### src/rtl/load_constant_pkg.sv
// Datapath constants shared by operand-path stages.
// IMM_W: default immediate/constant width.
package load_constant_pkg;

  localparam int IMM_W = 20;

endpackage

### src/rtl/load_constant.sv
// Load-constant stage: registers C onto R, bit-exact, 1-cycle latency.
// Ports: clk, rst (sync active-high), C (WIDTH in), R (WIDTH out).
module load_constant
  import load_constant_pkg::*;
#(
  parameter int WIDTH = IMM_W
) (
  input  logic             clk,
  input  logic             rst,
  input  logic [WIDTH-1:0] C,
  output logic [WIDTH-1:0] R
);

  logic [WIDTH-1:0] r_d;
  logic [WIDTH-1:0] r_q;

  always_comb begin
    r_d = C;
  end

  always_ff @(posedge clk) begin
    if (rst) begin
      r_q <= '0;
    end else begin
      r_q <= r_d;
    end
  end

  assign R = r_q;

endmodule

### config.mk
export PLATFORM = sky130hd
export DESIGN_NAME = load_constant
export DESIGN_NICKNAME = d
export VERILOG_FILES = /design/src/rtl/load_constant_pkg.sv /design/src/rtl/load_constant.sv
export SDC_FILE = /design/constraint.sdc
export NUM_CORES = 1
export LEC_CHECK = 0
export CAP_MARGIN = 20
export CORE_MARGIN = 2
export CORE_UTILIZATION = 38
export CTS_BUF_LIST = sky130_fd_sc_hd__clkbuf_4
export DETAILED_ROUTE_END_ITERATION = 16
export PLACE_DENSITY_LB_ADDON = 0.08
export SYNTH_ARGS = -nofsm -noshare
export SYNTH_HDL_FRONTEND = slang
export SYNTH_SLANG_ARGS = --single-unit
### constraint.sdc
create_clock -name clk -period 1.41 [get_ports clk]
set_clock_uncertainty 0.2 [all_clocks]
set_input_delay 0.282 -clock clk [delete_from_list [all_inputs] [get_ports clk]]
set_output_delay 0.282 -clock clk [all_outputs]
set_load 0.01 [all_outputs]
Word-level counts from Yosys, hierarchy flattened. Cells that the tools add are included.

Register bits after elaboration: 20. Output and inout bits: 20.

Longest topological paths before layout. Gate-level depths: netlist of the first run.

Word-level depth: 0. Mapped depth: 2. Gate-level depth less buffers: 1.

Worst setup path before layout of the first run. OpenSTA, ideal clock, no wires.

Path kind: register to output. Start point: register r_q[0], in the netlist R[0]. End point: output R[0]. Arrival time: 0.331 ns. Path slack: 0.597 ns. Cell stages (with the launch flop): 1. Buffers on the path: 0. Cells stage by stage: dfxtp_1.

RTL lines: start, declared (RTL line load_constant.sv:15) `logic [WIDTH-1:0] r_q;`; start signal, assigned (RTL line load_constant.sv:25) `r_q <= r_d;`; end, declared (RTL line load_constant.sv:11) `output logic [WIDTH-1:0] R`.

No word-level cell between the ends.

Final worst setup path of the first run.
Start point: register r_q[16], in the netlist R[16]. End point: output R[16].

No word-level cell between the ends.

==> results.ini, run 1 <==
[setup_path]
worstPathRequired_ns=0.93
crit_slowest_cell=dfxtp_1
end_kind=output port
critical-path-max-stage-delay_ns=0.31
path_cells=dlygate4sd2_1
critPathBufInv=1
cp_top_family=flip-flops
cp_data_arrival_time_ns=0.87
critical_path.startpoint_type=flop
path_max_fanout=1
criticalPathCategory=reg2out

[final_layout]
syn2layout_area_growth_pct=69.4
largest_reg_flops=20
drive_gt1_share_pct=28.2
final_nets=109
antennaDiodeCount=0

[global_route]
antenna_found_initial=0
grt_max_degree=21
grt_overflow=0
grt_use_total_pct=11.6
grt_pass1_vias=357
grt_pass1_wl_um=1610

[power_and_ir_drop]
power.leakage_nw=0.481
combPwrFrac_pct=16.0
pwr_density_cell_nw_per_um2=972
power.switching_mw=0.214
switching_share_pct=21.0
irDropWorstVdd_mv=0.604
p_clk_share_pct=25.0
internal-power_mw=0.805
power_frac_seq_pct=59.0

[clocking]
cts-buffers-inserted=3
post_cts_buffers=0
clock_sinks=20
cts_tree=done
root_buffer=clkbuf_4
clk_pin_slew_ns=0.10
clockBufferDepth=2
h-tree-depth=1

[timing]
tightest_slew_ns=0.152
fin_setup_tns_ns=0
rsz0062_at_grt=no
layout_setup_ws_ns=0.0554
drv_slew=0
period_share_pct=96.1
hold_viol_final=0
hold_slack_ns=0.344
post-route-min-period_ns=1.35
max_freq_mhz=738
relSlewSlack_pct=89.9
setup_violations=0

[place]
pre_cts_ws_ns=0.0367
port_buffers=41
gp_congestion=0.655
hpwlAfterDp_um=776

[yosys]
synth_cell_type_count=4
synth.ff_latch_count=20
synth_warnings=0
async_reset_ff_share_pct=0
ys_seq_area_share_pct=64.8
synth_top_cell_by_area=dfxtp_1
netlist_top_cells_area=dfxtp_1 65%, nor2b_2 23%, nor2b_4 8.9%
synth.top_cell.area_share_pct=64.8
synth_cells=42
synth-edff-count=0
synthesis.area_um2=618
syn_area_per_cell_um2=14.7
synth_flop_cell=dfxtp_1
yosys.cell_count.top_type=dfxtp_1
syn_nets=64
synth_common_cells=20 x dfxtp_1, 16 x nor2b_2, 4 x nor2b_4, 2 x buf_6

[floorplan]
dieArea_um2=1970
row_count=14
core-area_um2=1520
start_util_pct=40.6
io-pin-count=42
die_height_um=44.3
die_width_um=44.3

[min_path]
hp-class=in2reg

[status]
status=finished, final reports clean

[detailed_routing]
drt_pre_antenna_iters=2
drt_iter0_markers=2
wl_um=1040
via_per_inst=4.17
ant_nets=0
vias=421
routedWlPerCell_um=10.3
drt_drc_violations_left=0

[flow_run]
maxCapViolCount=0

==> routing by layer <==
layer	wire length (um)	global-route usage (%)	part of all wire (%)	vias up
met5	0	0	0	-
met4	0	7.27	0	0
met3	105	4.49	10	0
met2	525	16.8	50	22
met1	411	14.3	39	189
li1	-	-	-	210
==> metrics by stage <==
stage,instances,util [%],instance area [um^2],total power [mW]
detailed placement,98,68.6,1050,0.800
floorplan,42,-,618,0.681
global placement,98,68.6,1050,0.799
global route,101,68.7,1050,1.07
finish,101,68.7,1050,1.02
CTS,101,68.5,1040,1.03
==> layout make-up <==
cell class,count,area (um^2)
Fill cell,128,477
Timing Repair Buffer,42,409
Sequential cell,20,400
Multi-Input combinational cell,20,195
Clock buffer,3,22.5
Tap cell,16,20.0
==> final timing paths <==
path,startpoint,endpoint,slack [ns],cells past startpoint
setup / recovery,R[16],R[16],0.06,1
hold / removal,C[8],R[8],0.34,2
==> placed cells by master, fill, tap and decap left out, drive strengths merged <==
cell,synthesis,routed
dlygate4sd2,0,17
clkdlybuf4s50,0,21
clkbuf,0,3
buf,2,1
dfxtp,20,20
nor2b,20,20
clkdlybuf4s15,0,3
==> repair_timing <==
| action | 4_1_cts | 5_1_grt |
|---|---|---|
| hold buffers | 0 | 0 |
| pin swaps | 0 | 0 |
| gates resized for setup | 20 | 3 |
| endpoints found under the setup margin | 20 | 3 |
==> power by group through the flow <==
stage / sequential [mW] / clock [mW] / combinational, mW
6_report: 0.600 / 0.255 / 0.163
3_5_place_dp: 0.615 / 0 / 0.185
2_1_floorplan: 0.632 / 0 / 0.0490
3_3_place_gp: 0.615 / 0 / 0.184
4_1_cts: 0.601 / 0.267 / 0.165
5_1_grt: 0.604 / 0.291 / 0.175
==> cell families after synthesis <==
kind of cell / after synthesis / share of synthesized area (%)
DFF: 20 / 64.8
and+or+nand+nor: 20 / 31.6
buffers and inverters: 2 / 3.64
(Power assumes the default switching activity.)
==> inputs of run 2 (changes only) <==
- MAX_ROUTING_LAYER: default -> met4
==> run 2 against run 1 <==
  * Clock-buffer cell count did not move
  * Global-route usage rose by 0.44 points
  * First-iteration DRC count did not move
  * Die area did not move
  * Critical path depth did not move
  * Clock power barely moved
  * Non-clock buffer count did not move
  * Design area did not move
  * Core utilization did not move
  * Critical path type unchanged
  * Highest routed layer unchanged
==> results.ini, run 2 (synthesized netlist as in run 1, its figures left out) <==
[detailed_routing]
ant_nets=0
drt_pre_antenna_iters=2
drt_drc_violations_left=0
wl_um=1040
routedWlPerCell_um=10.3
drt_iter0_markers=2
via_per_inst=4.16
vias=420

[timing]
tightest_slew_ns=0.152
relSlewSlack_pct=89.9
fin_setup_tns_ns=0
drv_slew=0
rsz0062_at_grt=no
setup_violations=0
hold_viol_final=0
post-route-min-period_ns=1.36
hold_slack_ns=0.343
max_freq_mhz=738
period_share_pct=96.1

[clocking]
post_cts_buffers=0
clock_sinks=20
root_buffer=clkbuf_4
clk_pin_slew_ns=0.10
cts_tree=done
h-tree-depth=1
cts-buffers-inserted=3
clockBufferDepth=2

[setup_path]
criticalPathCategory=reg2out
critical-path-max-stage-delay_ns=0.31
path_max_fanout=1
path_cells=dlygate4sd2_1
cp_top_family=flip-flops
critical_path.startpoint_type=flop
cp_data_arrival_time_ns=0.87
critPathBufInv=1
end_kind=output port
crit_slowest_cell=dfxtp_1
worstPathRequired_ns=0.93

[flow_run]
maxCapViolCount=0

[floorplan]
row_count=14
core-area_um2=1520
start_util_pct=40.6
io-pin-count=42
die_width_um=44.3
dieArea_um2=1970
die_height_um=44.3

[min_path]
hp-class=in2reg
min_to=R[8]
hold_start=C[8]
hold_depth=2

[global_route]
grt_use_met3_pct=4.49
antenna_found_initial=0
use_met1_pct=14.8
met2_usage_pct=16.5
grt_max_degree=21
grt_overflow=0
grt_pass1_vias=356
grt-busiest-layer=met2
grt_use_total_pct=12.0
grt_pass1_wl_um=1620

[place]
hpwlAfterDp_um=776
port_buffers=41
gp_congestion=0.661
dp.cells=98

[final_layout]
fin_cells=101
drive_gt1_share_pct=28.2
utilization_pct=68.7
final_nets=109
final_cell_mix=21 x clkdlybuf4s50_1, 20 x dfxtp_1, 17 x dlygate4sd2_1, 16 x nor2b_2, 4 x nor2b_4
largest_reg_flops=20
fillers=128
syn2layout_area_growth_pct=69.4
antennaDiodeCount=0
final_common_cell=clkdlybuf4s50_1

[power_and_ir_drop]
pwr_density_cell_nw_per_um2=973
power_mw=1.02
irDropWorstVdd_mv=0.606
power.leakage_nw=0.481

[status]
status=finished, final reports clean

==> run 2: metrics by stage <==
stage | setup WS (ns) | cell area [um^2]
global route | 0.00125 | 1050
floorplan | 0.597 | 618
global placement | 0.0506 | 1050
CTS | 0.0402 | 1040
detailed placement | 0.0367 | 1050
finish | 0.0545 | 1050
==> run 2: area by class of cell <==
type	instances	area, um^2	area share, %
repair buffers	42	409	39.1
flip-flops and latches	20	400	38.2
multi-input cells	20	195	18.6
clock buffers	3	22.5	2.15
well taps	16	20.0	1.91
==> run 2: what timing repair did <==
item                                    4_1_cts  5_1_grt
resized for setup                            20        3
hold buffers                                  0        0
endpoints found under the hold margin         0        0
endpoints found under the setup margin       20        3
==> run 2: power breakdown <==
part	switching (mW)	internal (mW)	leakage, nW
combinational	0.0525	0.111	0.301
sequential	0.00565	0.595	0.167
clock	0.156	0.0992	0.0138
total	0.214	0.805	0.481
==> run 2: worst max path at each step <==
stage	cells after the start	start	endpoint
after floorplan	0	R[0]	R[0]
after global placement	3	rst	R[13]
after detailed placement	3	rst	R[2]
after CTS	1	R[19]	R[19]
after global routing	1	R[16]	R[16]
final	1	R[16]	R[16]
==> run 2: metal layers <==
layer  routed length, um  up-vias
met5                   0        -
met4                   0        0
met3                 105        0
met2                 526       22
met1                 410      188
li1                    -      210
